## config.mk

```make
export PLATFORM = sky130hd
export DESIGN_NAME = ram_port_arbiter_flat
export DESIGN_NICKNAME = d
export VERILOG_FILES = /design/src/rtl/ram_port_arbiter_if.sv /design/src/rtl/ram_port_arbiter.sv /design/src/flat_wrapper.sv
export SDC_FILE = /design/constraint.sdc
export NUM_CORES = 1
export LEC_CHECK = 0
export CELL_PAD_IN_SITES_DETAIL_PLACEMENT = 2
export CELL_PAD_IN_SITES_GLOBAL_PLACEMENT = 2
export CORE_ASPECT_RATIO = 0.7
export CORE_MARGIN = 2
export CORE_UTILIZATION = 22
export CTS_BUF_LIST = sky130_fd_sc_hd__clkbuf_4
export DETAILED_ROUTE_END_ITERATION = 10
export GPL_TIMING_DRIVEN = 0
export PLACE_DENSITY = 0.8
export SLEW_MARGIN = 20
export SYNTH_ARGS = -nofsm -noshare
export SYNTH_HDL_FRONTEND = slang
export SYNTH_SLANG_ARGS = --single-unit
```

## constraint.sdc

```tcl
create_clock -name clk -period 1.9 [get_ports clk]
set_clock_uncertainty 0.2 [all_clocks]
set_input_delay 0.285 -clock clk [delete_from_list [all_inputs] [get_ports clk]]
set_output_delay 0.285 -clock clk [all_outputs]
set_load 0.02 [all_outputs]
```

## src/rtl/ram_port_arbiter_if.sv

```systemverilog
// Bundles the I-port, D-port and RAM-side signals of the data RAM arbiter.
// The arbiter uses "slave"; requesters and the RAM model use "master".
interface ram_port_arbiter_if;
    logic        i_req;
    logic [31:0] i_addr;
    logic [31:0] i_rdata;
    logic        i_stall;
    logic        d_req;
    logic        d_we;
    logic [31:0] d_addr;
    logic [31:0] d_wdata;
    logic [31:0] d_rdata;
    logic        d_stall;
    logic        m_cs;
    logic        m_we;
    logic [31:0] m_addr;
    logic [31:0] m_din;
    logic [31:0] m_dout;
    logic        m_stall;
    logic        err;

    modport slave (
        input  i_req, i_addr, d_req, d_we, d_addr, d_wdata, m_dout, m_stall,
        output i_rdata, i_stall, d_rdata, d_stall, m_cs, m_we, m_addr, m_din, err
    );

    modport master (
        output i_req, i_addr, d_req, d_we, d_addr, d_wdata, m_dout, m_stall,
        input  i_rdata, i_stall, d_rdata, d_stall, m_cs, m_we, m_addr, m_din, err
    );
endinterface

```

## src/rtl/ram_port_arbiter.sv

```systemverilog
// Arbitrates the instruction-fetch and load/store ports onto the single-ported,
// multi-cycle data RAM, holding each access stable until the RAM drops its stall.
//
// state | meaning
// IDLE  | no access; arbitrate pending requests
// BUSY  | access driven to the RAM, waiting for m_stall low or timeout
// DONE  | owner's stall released, rdata valid, address parked at IDLE_ADDR
// GAP   | address held at IDLE_ADDR so the RAM restarts its access counter
module ram_port_arbiter #(
    parameter logic [31:0] IDLE_ADDR    = 32'hFFFF_FFFF,
    parameter int          STARVE_LIMIT = 4,
    parameter int          TIMEOUT      = 64
) (
    input logic                clk,
    input logic                rst,
    ram_port_arbiter_if.slave  bus
);
    localparam logic [1:0] S_IDLE = 2'd0;
    localparam logic [1:0] S_BUSY = 2'd1;
    localparam logic [1:0] S_DONE = 2'd2;
    localparam logic [1:0] S_GAP  = 2'd3;

    localparam int SW = $clog2(STARVE_LIMIT + 1);
    localparam int TW = $clog2(TIMEOUT + 1);
    localparam logic [SW-1:0] STARVE_MAX = SW'(STARVE_LIMIT);
    localparam logic [TW-1:0] TO_LAST    = TW'(TIMEOUT - 1);

    logic [1:0]    state;
    logic          owner_d;
    logic [SW-1:0] starve_cnt;
    logic [TW-1:0] to_cnt;
    logic          cs_q;
    logic          we_q;
    logic [31:0]   addr_q;
    logic [31:0]   din_q;
    logic [31:0]   i_rdata_q;
    logic [31:0]   d_rdata_q;
    logic          err_q;
    logic          i_wins;
    logic          finish;
    logic [31:0]   done_data;

    assign i_wins    = bus.i_req && (!bus.d_req || starve_cnt == STARVE_MAX);
    assign finish    = !bus.m_stall || to_cnt == TO_LAST;
    // A timed-out access returns zero rather than whatever the RAM is driving.
    assign done_data = bus.m_stall ? 32'd0 : bus.m_dout;

    always_ff @(posedge clk) begin
        if (rst) begin
            state      <= S_IDLE;
            owner_d    <= 1'b0;
            starve_cnt <= '0;
            to_cnt     <= '0;
            cs_q       <= 1'b0;
            we_q       <= 1'b0;
            addr_q     <= IDLE_ADDR;
            din_q      <= 32'd0;
            i_rdata_q  <= 32'd0;
            d_rdata_q  <= 32'd0;
            err_q      <= 1'b0;
        end else begin
            case (state)
                S_IDLE: begin
                    if (bus.i_req || bus.d_req) begin
                        cs_q   <= 1'b1;
                        to_cnt <= '0;
                        state  <= S_BUSY;
                        if (i_wins) begin
                            owner_d    <= 1'b0;
                            addr_q     <= bus.i_addr;
                            we_q       <= 1'b0;
                            din_q      <= 32'd0;
                            starve_cnt <= '0;
                        end else begin
                            owner_d <= 1'b1;
                            addr_q  <= bus.d_addr;
                            we_q    <= bus.d_we;
                            din_q   <= bus.d_wdata;
                            if (!bus.i_req)
                                starve_cnt <= '0;
                            else if (starve_cnt != STARVE_MAX)
                                starve_cnt <= starve_cnt + 1'b1;
                        end
                    end else begin
                        starve_cnt <= '0;
                    end
                end
                S_BUSY: begin
                    if (finish) begin
                        if (owner_d)
                            d_rdata_q <= done_data;
                        else
                            i_rdata_q <= done_data;
                        if (bus.m_stall)
                            err_q <= 1'b1;
                        cs_q   <= 1'b0;
                        we_q   <= 1'b0;
                        addr_q <= IDLE_ADDR;
                        state  <= S_DONE;
                    end else begin
                        to_cnt <= to_cnt + 1'b1;
                    end
                end
                S_DONE:  state <= S_GAP;
                default: state <= S_IDLE;
            endcase
        end
    end

    assign bus.m_cs    = cs_q;
    assign bus.m_we    = we_q;
    assign bus.m_addr  = addr_q;
    assign bus.m_din   = din_q;
    assign bus.i_rdata = i_rdata_q;
    assign bus.d_rdata = d_rdata_q;
    assign bus.err     = err_q;
    assign bus.i_stall = bus.i_req && !(state == S_DONE && !owner_d);
    assign bus.d_stall = bus.d_req && !(state == S_DONE && owner_d);
endmodule
```

## src/flat_wrapper.sv

```systemverilog
// flat-port wrapper written by rule: the top's interface ports become plain ports
module ram_port_arbiter_flat 
#(
    parameter logic [31:0] IDLE_ADDR    = 32'hFFFF_FFFF,
    parameter int          STARVE_LIMIT = 4,
    parameter int          TIMEOUT      = 64
)
  (clk, rst, bus_i_req, bus_i_addr, bus_d_req, bus_d_we, bus_d_addr, bus_d_wdata, bus_m_dout, bus_m_stall, bus_i_rdata, bus_i_stall, bus_d_rdata, bus_d_stall, bus_m_cs, bus_m_we, bus_m_addr, bus_m_din, bus_err);
  ram_port_arbiter_if bus_i ();
  input logic clk;
  input logic rst;
  input wire logic [$bits(bus_i.i_req)-1:0] bus_i_req;
  input wire logic [$bits(bus_i.i_addr)-1:0] bus_i_addr;
  input wire logic [$bits(bus_i.d_req)-1:0] bus_d_req;
  input wire logic [$bits(bus_i.d_we)-1:0] bus_d_we;
  input wire logic [$bits(bus_i.d_addr)-1:0] bus_d_addr;
  input wire logic [$bits(bus_i.d_wdata)-1:0] bus_d_wdata;
  input wire logic [$bits(bus_i.m_dout)-1:0] bus_m_dout;
  input wire logic [$bits(bus_i.m_stall)-1:0] bus_m_stall;
  output wire logic [$bits(bus_i.i_rdata)-1:0] bus_i_rdata;
  output wire logic [$bits(bus_i.i_stall)-1:0] bus_i_stall;
  output wire logic [$bits(bus_i.d_rdata)-1:0] bus_d_rdata;
  output wire logic [$bits(bus_i.d_stall)-1:0] bus_d_stall;
  output wire logic [$bits(bus_i.m_cs)-1:0] bus_m_cs;
  output wire logic [$bits(bus_i.m_we)-1:0] bus_m_we;
  output wire logic [$bits(bus_i.m_addr)-1:0] bus_m_addr;
  output wire logic [$bits(bus_i.m_din)-1:0] bus_m_din;
  output wire logic [$bits(bus_i.err)-1:0] bus_err;
  assign bus_i.i_req = bus_i_req;
  assign bus_i.i_addr = bus_i_addr;
  assign bus_i.d_req = bus_d_req;
  assign bus_i.d_we = bus_d_we;
  assign bus_i.d_addr = bus_d_addr;
  assign bus_i.d_wdata = bus_d_wdata;
  assign bus_i.m_dout = bus_m_dout;
  assign bus_i.m_stall = bus_m_stall;
  assign bus_i_rdata = bus_i.i_rdata;
  assign bus_i_stall = bus_i.i_stall;
  assign bus_d_rdata = bus_i.d_rdata;
  assign bus_d_stall = bus_i.d_stall;
  assign bus_m_cs = bus_i.m_cs;
  assign bus_m_we = bus_i.m_we;
  assign bus_m_addr = bus_i.m_addr;
  assign bus_m_din = bus_i.m_din;
  assign bus_err = bus_i.err;
  ram_port_arbiter #(.IDLE_ADDR(IDLE_ADDR), .STARVE_LIMIT(STARVE_LIMIT), .TIMEOUT(TIMEOUT)) u_core (.clk(clk), .rst(rst), .bus(bus_i));
endmodule
```

==> flow_summary.json <==
{
  "status": "finished, violations left",
  "violations": "negative setup slack",
  "critPathRequiredTime_ns": 2.22,
  "cts-htree-levels": 4,
  "drt_iter0_drc": 141,
  "fillers": 2790,
  "routed_wl_um": 26700,
  "synth-edff-count": 0,
  "grt_pass1_wl_um": 39400,
  "finalCritPeriodShare_pct": 107,
  "grt_setup_unrepaired": "yes",
  "cts_buffers": 17,
  "relSlewSlack_pct": 55.0,
  "worstPathMaxFanout": 5,
  "cp_slowest_cell": "dfxtp_4",
  "place_congestion": 0.736,
  "io_pins": 267,
  "p_per_area_nw_per_um2": 1060,
  "arrival_ns": 2.35,
  "grt_pass1_vias": 6767,
  "path_class": "register to register",
  "postSynthAreaPerCell_sq_um": 9.65,
  "syn_nets": 748,
  "fin_area_sq_um": 10300,
  "yosys.area.top_type_share_pct": 49.2,
  "initial_utilization_pct": 22.6,
  "cts_root_buf": "clkbuf_4",
  "multi_input_area_sq_um": 3120,
  "end_kind": "register",
  "final_net_count": 1083,
  "dieArea_sq_um": 28000,
  "clockBufferDepth": 2,
  "drt_first_pass_iters": 4,
  "die_h_um": 141,
  "tightestPinTransition_ns": 0.676,
  "critPathLaunchType": "register",
  "maxCapViolations": 0,
  "async_reset_ff_share_pct": 0,
  "hp-class": "input pin to register",
  "final_cell_count_no_fill": 1313,
  "grt_max_degree": 17,
  "hold_violations": 0,
  "ir_worst_vdd_mv": 0.539,
  "wl_per_cell_um": 20.3,
  "drc": 0,
  "num_vias": 6026,
  "finalMaxSlewViolations": 0,
  "finalSetupViolCount": 61,
  "p_leak_nw": 4.62,
  "ys_seq_area_share_pct": 49.2,
  "p_total_mw": 11.0,
  "die_w_um": 199,
  "yosysTopAreaCell": "dfxtp_1",
  "yosysMostFrequentCell": "dfxtp_1",
  "crit_top_cell": "buf_12",
  "hpwl_um": 18100,
  "postRouteAntennaNets": 0,
  "placed_cell_area_sq_um": 9090,
  "avgViaCountPerCell": 4.59,
  "synthCells": 607,
  "grt-ovfl-total": 0,
  "cpPeakStageDelay_ns": 0.39,
  "area_growth_pct": 76.5,
  "path_cells": "inv_4, ha_4, nor3b_4, or2_4, o21ai_4, buf_12, buf_12, buf_8, a2bb2oi_2",
  "regArea_sq_um": 2900,
  "core_sq_um": 25900,
  "syn_area_sq_um": 5860,
  "row_count": 49,
  "min_period_ns": 2.03,
  "setup_ws_ns": -0.131,
  "synthTopCellsByCount": "dfxtp_1 (144), nand2_1 (103), mux2i_1 (96), nand3_1 (39), a21oi_1 (38)",
  "port_buffers": 265,
  "cts.sinks": 144,
  "cts_tree": "yes",
  "place_inst": 1229,
  "synthFlopType": "dfxtp_1",
  "drive_above_1_share_pct": 20.9,
  "synthTopCellsByArea": "dfxtp_1 (49%), mux2i_1 (16%), nand2_1 (6.6%)",
  "clk_latency_ns": 0.60,
  "antenna_found_initial": 0,
  "ys_ff_latch": 144,
  "fmax_mhz": 492,
  "yosys_warnings": 0,
  "dp_slack_ns": -0.893,
  "ys_types": 42,
  "path_clk_slew_ns": 0.15,
  "grt_use_total_pct": 18.4
}
-- stage by stage --
step	setup TNS [ns]	util (%)	hold slack (ns)
floorplan	-1.66	-	0.228
global placement	-82.20	35.1	0.238
detailed placement	-82.49	35.1	0.246
CTS	-5.20	38.8	0.00261
global route	-8.86	39.9	0.00513
finish	-4.24	39.9	0.0572
-- worst paths after layout --
| check | startpoint | to | slack [ns] | depth (start not counted) |
|---|---|---|---|---|
| worst max-delay path | u_core.state[1]$_SDFFE_PP0P_ | u_core.bus.m_addr[5]$_SDFFE_PP1P_ | -0.13 | 9 |
| worst min-delay path | bus_d_wdata[1] | u_core.bus.m_din[1]$_SDFFE_PP0P_ | 0.06 | 3 |
| worst max register to register | u_core.state[1]$_SDFFE_PP0P_ | u_core.bus.m_addr[5]$_SDFFE_PP1P_ | -0.13 | 9 |
| worst min register to register | u_core.bus.m_din[18]$_SDFFE_PP0P_ | u_core.bus.m_din[18]$_SDFFE_PP0P_ | 0.26 | 2 |
-- cell families after synthesis --
kind of cell | share of synthesized area [%]
AOI/OAI and AO/OA | 11.4
adders and majority gates | 1.49
buffers and inverters | 4.53
DFF | 49.2
muxes | 16.4
and+or+nand+nor | 17.0
-- area by class of cell --
cell class	instances	area share, %
Clock inverter	15	1.05
Buffer	46	4.15
Multi-Input combinational cell	402	30.2
Antenna cell	1	0.0242
Tap cell	357	4.32
Inverter	12	0.569
Timing Repair Buffer	319	30.4
Clock buffer	17	1.23
Sequential cell	144	28.1
-- placed cells by master, fill, tap and decap left out, types with 3 or more instances in the layout --
cell type / netlist / routed
a21oi_1: 38 / 34
a21oi_2: 0 / 4
a2bb2oi_2: 0 / 32
a31oi_1: 3 / 3
buf_12: 0 / 13
buf_16: 0 / 5
buf_4: 0 / 31
buf_6: 1 / 15
buf_8: 0 / 6
clkbuf_1: 29 / 17
clkbuf_2: 0 / 6
clkbuf_4: 0 / 22
clkdlybuf4s15_1: 0 / 22
clkdlybuf4s50_1: 0 / 132
clkinvlp_4: 0 / 5
dfxtp_1: 144 / 133
dfxtp_2: 0 / 8
dfxtp_4: 0 / 3
dlygate4sd2_1: 0 / 105
dlygate4sd3_1: 0 / 4
ha_1: 7 / 3
ha_4: 0 / 3
inv_1: 12 / 8
inv_6: 0 / 6
mux2i_1: 96 / 91
mux2i_2: 0 / 5
nand2_1: 103 / 101
nand3_1: 39 / 39
nand3b_1: 32 / 32
nand4b_1: 3 / 3
nor2_1: 9 / 7
o21ai_0: 8 / 5
-- routing by layer --
layer  global-route usage [%]  vias to the layer above  part of all wire, %
met5                        0                        -                    0
met4                     3.69                        0                  2.4
met3                     4.86                       38                  5.2
met2                     31.9                      165                   49
met1                     22.8                     3011                   43
li1                         -                     2812                    -
-- what timing repair did --
| item | 4_1_cts | 5_1_grt |
|---|---|---|
| endpoints found under the setup margin | 269 | 161 |
| pin swaps | 12 | 9 |
| gates resized for setup | 269 | 74 |
| buffers inserted | 27 | 17 |
| hold buffers | 4 | 0 |
| gates cloned | 6 | 1 |
| endpoints found under the hold margin | 4 | 0 |
-- registers in the layout (all words and copies together), names as in the netlist, 2 cells and up --
register / cells
u_core.bus.m_addr: 32
u_core.bus.m_din: 32
u_core.starve_cnt: 3
u_core.to_cnt: 7
u_core.bus.d_rdata: 32
u_core.bus.i_rdata: 32
u_core.state: 2
-- power breakdown --
group          total, mW  internal (mW)  switching, mW  leakage (nW)
Sequential          3.97           3.58          0.389          1.18
Clock               1.83          0.524           1.30         0.121
Combinational       5.18           2.60           2.58          3.32
-- worst max-delay path: cells and delay by family (launching register included) --
family                     cells  cell delay (ns)
adders and majority gates      1             0.15
AOI/OAI and AO/OA              2             0.35
DFF                            1             0.39
and+or+nand+nor                2             0.45
buffers and inverters          4             0.44
(Power assumes the default switching activity.)
